$ cat src/rtl/muldiv_unit.sv
// ---------------------------------------------------------------------------
// muldiv_unit -- iterative HI/LO multiply/divide unit
//
// One iteration per clock: a shift-add multiplier and, optionally, a
// restoring divider. Both work on operand magnitudes while in RUN, and
// sign correction is applied in the single FIX cycle. Results land in
// the registered HI/LO pair, which MTHI/MTLO can also load while idle.
//
// Configuration macro: MULDIV_DIV_EN
//   defined   -> divider built, ops 10 (DIV) and 11 (DIVU) supported
//   undefined -> no divider logic, start with op[1]=1 is ignored
//
// Ports
//   clk_i      clock, all state changes on its rising edge
//   reset_i    synchronous active-high reset
//   start_i    launch request, sampled only in IDLE
//   op_i       00 MULT, 01 MULTU, 10 DIV, 11 DIVU
//   a_i, b_i   operands (dividend / divisor for divide ops)
//   hi_we_i    MTHI write enable (IDLE only)
//   lo_we_i    MTLO write enable (IDLE only)
//   wdata_i    MTHI/MTLO write data
//   busy_o     high while an operation is in flight
//   done_o     one-cycle completion pulse
//   hi_o, lo_o registered HI/LO values
// ---------------------------------------------------------------------------
module muldiv_unit #(
   parameter int Dbits = 32
) (
   input  logic             clk_i,
   input  logic             reset_i,
   input  logic             start_i,
   input  logic [1:0]       op_i,
   input  logic [Dbits-1:0] a_i,
   input  logic [Dbits-1:0] b_i,
   input  logic             hi_we_i,
   input  logic             lo_we_i,
   input  logic [Dbits-1:0] wdata_i,
   output logic             busy_o,
   output logic             done_o,
   output logic [Dbits-1:0] hi_o,
   output logic [Dbits-1:0] lo_o
);

   localparam int CW = $clog2(Dbits) + 1;

   typedef enum logic [1:0] {
      S_IDLE = 2'd0,
      S_RUN  = 2'd1,
      S_FIX  = 2'd2
   } state_e;

   state_e           state_q, state_d;
   logic             busy_q, busy_d;
   logic             done_q, done_d;
   logic [CW-1:0]    count_q, count_d;
   logic             res_neg_q, res_neg_d;   // product / quotient must be negated
   logic [Dbits-1:0] mcand_q, mcand_d;       // |B|: multiplicand or divisor
   logic [Dbits:0]   acc_q, acc_d;           // upper product half / partial remainder
   logic [Dbits-1:0] low_q, low_d;           // multiplier bits out, quotient bits in
   logic [Dbits-1:0] hi_q, hi_d;
   logic [Dbits-1:0] lo_q, lo_d;

   logic             start_ok_s;
   logic             a_neg_s, b_neg_s;
   logic [Dbits-1:0] a_mag_s, b_mag_s;
   logic [Dbits:0]   mul_sum_s;
   logic [2*Dbits-1:0] prod_s, prod_fix_s;
   logic [Dbits-1:0] res_hi_s, res_lo_s;

   // Signed ops take magnitudes at launch; unsigned ops pass straight through.
   assign a_neg_s  = ~op_i[0] & a_i[Dbits-1];
   assign b_neg_s  = ~op_i[0] & b_i[Dbits-1];
   assign a_mag_s  = a_neg_s ? (-a_i) : a_i;
   assign b_mag_s  = b_neg_s ? (-b_i) : b_i;

   // acc_q[Dbits] is always zero while multiplying, so this cannot overflow.
   assign mul_sum_s  = acc_q + {1'b0, (low_q[0] ? mcand_q : {Dbits{1'b0}})};
   assign prod_s     = {acc_q[Dbits-1:0], low_q};
   assign prod_fix_s = res_neg_q ? (-prod_s) : prod_s;

`ifdef MULDIV_DIV_EN
   logic             div_q, div_d;           // operation is a divide
   logic             rem_neg_q, rem_neg_d;   // remainder follows the dividend sign
   logic             dz_q, dz_d;             // divisor was zero
   logic [Dbits-1:0] a_q, a_d;               // dividend as latched, for divide by zero
   logic [Dbits:0]   div_shift_s;
   logic [Dbits+1:0] div_diff_s;
   logic [Dbits-1:0] quot_fix_s, rem_fix_s;

   assign start_ok_s  = start_i;
   assign div_shift_s = {acc_q[Dbits-1:0], low_q[Dbits-1]};
   assign div_diff_s  = {1'b0, div_shift_s} - {2'b00, mcand_q};
   assign quot_fix_s  = res_neg_q ? (-low_q) : low_q;
   assign rem_fix_s   = rem_neg_q ? (-acc_q[Dbits-1:0]) : acc_q[Dbits-1:0];

   // Final HI/LO selection; divide by zero bypasses sign correction.
   always_comb begin
      res_hi_s = prod_fix_s[2*Dbits-1:Dbits];
      res_lo_s = prod_fix_s[Dbits-1:0];
      if (!div_q) begin
         res_hi_s = prod_fix_s[2*Dbits-1:Dbits];
         res_lo_s = prod_fix_s[Dbits-1:0];
      end else if (dz_q) begin
         res_hi_s = a_q;
         res_lo_s = {Dbits{1'b1}};
      end else begin
         res_hi_s = rem_fix_s;
         res_lo_s = quot_fix_s;
      end
   end

   // Divide-only launch state.
   always_comb begin
      div_d     = div_q;
      rem_neg_d = rem_neg_q;
      dz_d      = dz_q;
      a_d       = a_q;
      if ((state_q == S_IDLE) && start_ok_s) begin
         div_d     = op_i[1];
         rem_neg_d = a_neg_s;
         dz_d      = (b_i == {Dbits{1'b0}});
         a_d       = a_i;
      end else begin
         div_d     = div_q;
         rem_neg_d = rem_neg_q;
         dz_d      = dz_q;
         a_d       = a_q;
      end
   end

   // Divide-only registers.
   always_ff @(posedge clk_i) begin
      if (reset_i) begin
         div_q     <= 1'b0;
         rem_neg_q <= 1'b0;
         dz_q      <= 1'b0;
         a_q       <= {Dbits{1'b0}};
      end else begin
         div_q     <= div_d;
         rem_neg_q <= rem_neg_d;
         dz_q      <= dz_d;
         a_q       <= a_d;
      end
   end
`else
   assign start_ok_s = start_i & ~op_i[1];
   assign res_hi_s   = prod_fix_s[2*Dbits-1:Dbits];
   assign res_lo_s   = prod_fix_s[Dbits-1:0];
`endif

   // Next-state, datapath iteration and HI/LO update.
   always_comb begin
      state_d   = state_q;
      busy_d    = busy_q;
      done_d    = 1'b0;
      count_d   = count_q;
      res_neg_d = res_neg_q;
      mcand_d   = mcand_q;
      acc_d     = acc_q;
      low_d     = low_q;
      hi_d      = hi_q;
      lo_d      = lo_q;
      case (state_q)
         S_IDLE: begin
            if (start_ok_s) begin
               // An accepted start wins over any MTHI/MTLO in the same cycle.
               state_d   = S_RUN;
               busy_d    = 1'b1;
               count_d   = {CW{1'b0}};
               res_neg_d = a_neg_s ^ b_neg_s;
               mcand_d   = b_mag_s;
               acc_d     = {(Dbits+1){1'b0}};
               low_d     = a_mag_s;
            end else begin
               busy_d = 1'b0;
               if (hi_we_i) hi_d = wdata_i;
               else         hi_d = hi_q;
               if (lo_we_i) lo_d = wdata_i;
               else         lo_d = lo_q;
            end
         end
         S_RUN: begin
            count_d = count_q + {{(CW-1){1'b0}}, 1'b1};
            if (count_q == CW'(Dbits-1)) state_d = S_FIX;
            else                         state_d = S_RUN;
`ifdef MULDIV_DIV_EN
            if (div_q) begin
               // Restoring step: keep the trial difference when it did not borrow.
               if (!div_diff_s[Dbits+1]) begin
                  acc_d = div_diff_s[Dbits:0];
                  low_d = {low_q[Dbits-2:0], 1'b1};
               end else begin
                  acc_d = div_shift_s;
                  low_d = {low_q[Dbits-2:0], 1'b0};
               end
            end else begin
               acc_d = {1'b0, mul_sum_s[Dbits:1]};
               low_d = {mul_sum_s[0], low_q[Dbits-1:1]};
            end
`else
            acc_d = {1'b0, mul_sum_s[Dbits:1]};
            low_d = {mul_sum_s[0], low_q[Dbits-1:1]};
`endif
         end
         S_FIX: begin
            state_d = S_IDLE;
            busy_d  = 1'b0;
            done_d  = 1'b1;
            hi_d    = res_hi_s;
            lo_d    = res_lo_s;
         end
         default: begin
            state_d = S_IDLE;
            busy_d  = 1'b0;
         end
      endcase
   end

   // State and datapath registers.
   always_ff @(posedge clk_i) begin
      if (reset_i) begin
         state_q   <= S_IDLE;
         busy_q    <= 1'b0;
         done_q    <= 1'b0;
         count_q   <= {CW{1'b0}};
         res_neg_q <= 1'b0;
         mcand_q   <= {Dbits{1'b0}};
         acc_q     <= {(Dbits+1){1'b0}};
         low_q     <= {Dbits{1'b0}};
         hi_q      <= {Dbits{1'b0}};
         lo_q      <= {Dbits{1'b0}};
      end else begin
         state_q   <= state_d;
         busy_q    <= busy_d;
         done_q    <= done_d;
         count_q   <= count_d;
         res_neg_q <= res_neg_d;
         mcand_q   <= mcand_d;
         acc_q     <= acc_d;
         low_q     <= low_d;
         hi_q      <= hi_d;
         lo_q      <= lo_d;
      end
   end

   assign busy_o = busy_q;
   assign done_o = done_q;
   assign hi_o   = hi_q;
   assign lo_o   = lo_q;

endmodule

$ cat config.mk
export PLATFORM = sky130hd
export DESIGN_NAME = muldiv_unit
export DESIGN_NICKNAME = d
export VERILOG_FILES = /design/src/rtl/muldiv_unit.sv
export SDC_FILE = /design/constraint.sdc
export NUM_CORES = 1
export LEC_CHECK = 0
export BUFFER_PORTS_ARGS = -buffer_cell sky130_fd_sc_hd__buf_2
export CAP_MARGIN = 20
export CORE_UTILIZATION = 35
export DETAILED_ROUTE_END_ITERATION = 8
export PLACE_DENSITY = 0.53
export SLEW_MARGIN = 20
export SYNTH_ARGS = -nofsm -noshare
export SYNTH_HDL_FRONTEND = slang
export SYNTH_SLANG_ARGS = --single-unit
$ cat constraint.sdc
create_clock -name clk_i -period 3.35 [get_ports clk_i]
set_input_delay 0.67 -clock clk_i [delete_from_list [all_inputs] [get_ports clk_i]]
set_output_delay 0.67 -clock clk_i [all_outputs]
set_load 0.03 [all_outputs]
==> impl_table.tex <==
\begin{tabular}{lr}
\hline
Metric & Value \\
\hline
\multicolumn{2}{l}{\textbf{Outcome}} \\
Status & complete, no violations \\
\multicolumn{2}{l}{\textbf{Timing}} \\
Actual transition at the worst max-transition pin & 0.912 ns \\
Period Utilization, post-route & 0.898 \\
Summed negative setup slack over all endpoints & 0 ns \\
Setup skew after layout & 0.0123 ns \\
Final-report hold violation count & 0 \\
RSZ-0062 raised after global routing & false \\
Maximum operating frequency & 332 MHz \\
Number of max-slew violations in the final report & 0 \\
Shortest period the worst path allows & 3.01 ns \\
Worst max-slew margin expressed relative to the limit & 0.392 \\
Total setup violations reported at the end of the flow & 0 \\
\multicolumn{2}{l}{\textbf{Critical path}} \\
Category of the worst setup path capture point & register \\
Kind of start point of the critical path & register \\
Largest fanout on the critical path & 21 \\
Start-to-end type of the worst setup path & register to register \\
Data required time of the worst path & 3.68 ns \\
Data arrival time at the worst-slack endpoint & 3.34 ns \\
\multicolumn{2}{l}{\textbf{Synthesis}} \\
Cells taking the most area after synthesis & dfxtp\_1, nor2\_1, a21oi\_1 \\
Synth Net Count & 1,655 \\
Top cell type by total area after synthesis & dfxtp\_1 \\
Count of synthesis-stage warnings from yosys & 0 \\
Share of the yosys chip area belonging to registers & 0.297 \\
Most numerous cell types in the synthesized netlist & nor2\_1, dfxtp\_1, nand2\_1, a21oi\_1, clkbuf\_1 \\
EDFF count, synth & 0 \\
Average cell area after synthesis & 7.60 um2 \\
Share of synthesized flip-flops with an asynchronous set or reset & 0 \\
Number of library cell types mapped by synthesis & 72 \\
Most frequent cell after synthesis & nor2\_1 \\
Post-synth design cell area & 11,500 um2 \\
Register bit count reported by yosys & 171 \\
Top cell type's share of synthesized area & 0.297 \\
Gate Count Post-Synth & 1,515 \\
Flip-flop cell with the highest count after synthesis & dfxtp\_1 \\
\multicolumn{2}{l}{\textbf{Final layout}} \\
Proportion of layout cells with a drive suffix above 1 & 0.161 \\
Diodes inserted & 0 \\
Area growth from synthesis to final layout & 16.2\% \\
Post-route core utilization & 0.412 \\
Number of nets in the layout & 1,778 \\
\multicolumn{2}{l}{\textbf{Detailed routing}} \\
Routed vias/inst & 5.59 \\
Detail Route Antenna Nets & 0 \\
DRT Wirelength & 40,200 um \\
Number of iterations in the first detailed-routing pass & 5 \\
DRC viols & 0 \\
WL/cell & 19.2 um \\
Iteration-0 DRC count of the detailed router & 846 \\
Via Count & 11,700 \\
\multicolumn{2}{l}{\textbf{GRT}} \\
Number of global-route vias before repair & 10,800 \\
Gr ovfl total & 0 \\
Met2 usage & 0.357 \\
Grt met1 use & 0.352 \\
Met3 Resource Use GR & 0.0319 \\
Pin count of the biggest net entering global routing & 86 \\
Most congested layer reported by global routing & met2 \\
First-pass GRT wire length & 62,400 um \\
All-layer global routing usage & 0.239 \\
Number of antenna violations at the first check in global routing & 0 \\
\multicolumn{2}{l}{\textbf{Power and ir drop}} \\
Combinational group share of total power & 0.204 \\
Leakage & 5.39 nW \\
Clock network power share & 0.383 \\
Sequential cell fraction of total power & 0.413 \\
Reported net switching power & 0.00175 W \\
Total power divided by cell area & 407 nW/um2 \\
Worst-case vdd ir drop & 0.373 mV \\
Switching fraction of total power & 0.322 \\
Internal cell power & 0.00370 W \\
Total chip power & 0.00545 W \\
\multicolumn{2}{l}{\textbf{Clocking}} \\
Postcts setup bufs & 0 \\
Clock latency at the later pin of the worst-skew pair & 0.45 ns \\
TritonCTS buffer count & 17 \\
Maximum clock insertion buffer count & 2 \\
Total number of H-tree levels & 4 \\
Post-cts resize count & 0 \\
Clock transition at the registers of the reported paths & 0.07 ns \\
Number of clock sinks & 171 \\
Root Buffer & clkbuf\_16 \\
Clock tree from TritonCTS & yes \\
Post-CTS Hold Buffers & 0 \\
\multicolumn{2}{l}{\textbf{Floorplan}} \\
Total core area & 32,500 um2 \\
Std cell rows & 66 \\
Die Y & 183 um \\
Top-Level Pins & 169 \\
Initial Utilization & 0.355 \\
DIE AREA & 33,600 um2 \\
Die width & 183 um \\
\multicolumn{2}{l}{\textbf{Place}} \\
Final GP Congestion & 0.895 \\
Count of port buffers added during placement & 168 \\
Dpl hpwl & 31,300 um \\
\multicolumn{2}{l}{\textbf{Worst hold path}} \\
Worst min-delay path category & register to register \\
\multicolumn{2}{l}{\textbf{Flow run}} \\
Number of max-cap violations & 0 \\
\hline
\end{tabular}
==> metal layers <==
metal,vias to the layer above,wire length [um]
met2,411,16800
met1,5432,20200
li1,5805,-
met5,-,0
met4,0,727
met3,42,2480
==> final cells by class <==
type                            instances  area, um2
Clock buffer                           21        470
Clock inverter                         11        133
Fill cell                            3421      19100
Inverter                               20       75.1
Multi-Input combinational cell       1217       7550
Sequential cell                       171       3420
Tap cell                              442        553
Timing Repair Buffer                  211       1180
==> power by group through the flow <==
stage               sequential (W)  clock [W]  combinational (W)
finish                     0.00225    0.00208            0.00111
global route               0.00227    0.00221            0.00121
CTS                        0.00225    0.00212            0.00111
detailed placement         0.00230          0            0.00111
global placement           0.00229          0            0.00110
floorplan                  0.00236          0           0.000645
==> critical path, cell delays in order, from the launching register on <==
cell	delay [ns]
dfxtp_1	0.32
buf_4	0.16
buf_4	0.19
and2_1	0.15
ha_1	0.40
a21o_1	0.22
a21o_1	0.19
o21bai_1	0.17
a21oi_1	0.21
a21oi_1	0.13
buf_4	0.16
or3_1	0.34
a32o_1	0.24
==> kinds of logic after synthesis <==
kind of cell,count (synthesis),share of synthesized area
simple gates,588,0.245
compound gates,462,0.269
buf+inv,127,0.0489
flops,171,0.297
fa+ha+maj,37,0.0408
xor+xnor,122,0.0928
mux,8,0.00706
==> layout by cell type (no fill, tap or decap), types with 36 or more instances in the layout <==
master,count
nor2_1,180
dfxtp_1,170
buf_2,167
nand2_1,159
a21oi_1,125
xor2_1,71
o21ai_0,70
a211oi_1,59
xnor2_1,51
buf_4,43
nand3_1,41
and2_1,40
ha_1,36
==> sequential cells by signal, indices dropped and copies added, names as in the netlist <==
name,flops
done_o,1
acc_q,32
state_q,2
low_q,32
busy_o,1
lo_o,32
hi_o,32
count_q,6
res_neg_q,1
mcand_q,32
==> worst paths after layout <==
path / depth (start not counted) / from / to / slack (ns)
setup reg to reg: 12 / low_q[0] / acc_q[23] / 0.34
setup / recovery: 12 / low_q[0] / acc_q[23] / 0.34
hold reg to reg: 2 / mcand_q[0] / mcand_q[0] / 0.45
hold / removal: 2 / mcand_q[0] / mcand_q[0] / 0.45
==> metrics by stage <==
step / worst slack, ns / hold WS, ns / instance area [um2] / cells
6_report: 0.341 / 0.452 / 13400 / 2093
3_5_place_dp: 0.391 / 0.444 / 12800 / 2061
5_1_grt: 0.0466 / 0.475 / 13400 / 2093
3_3_place_gp: 0.443 / 0.442 / 12800 / 2061
4_1_cts: 0.377 / 0.454 / 13400 / 2093
2_1_floorplan: 0.190 / 0.432 / 11500 / 1515
Note: power is estimated with default switching activity, not from simulation.
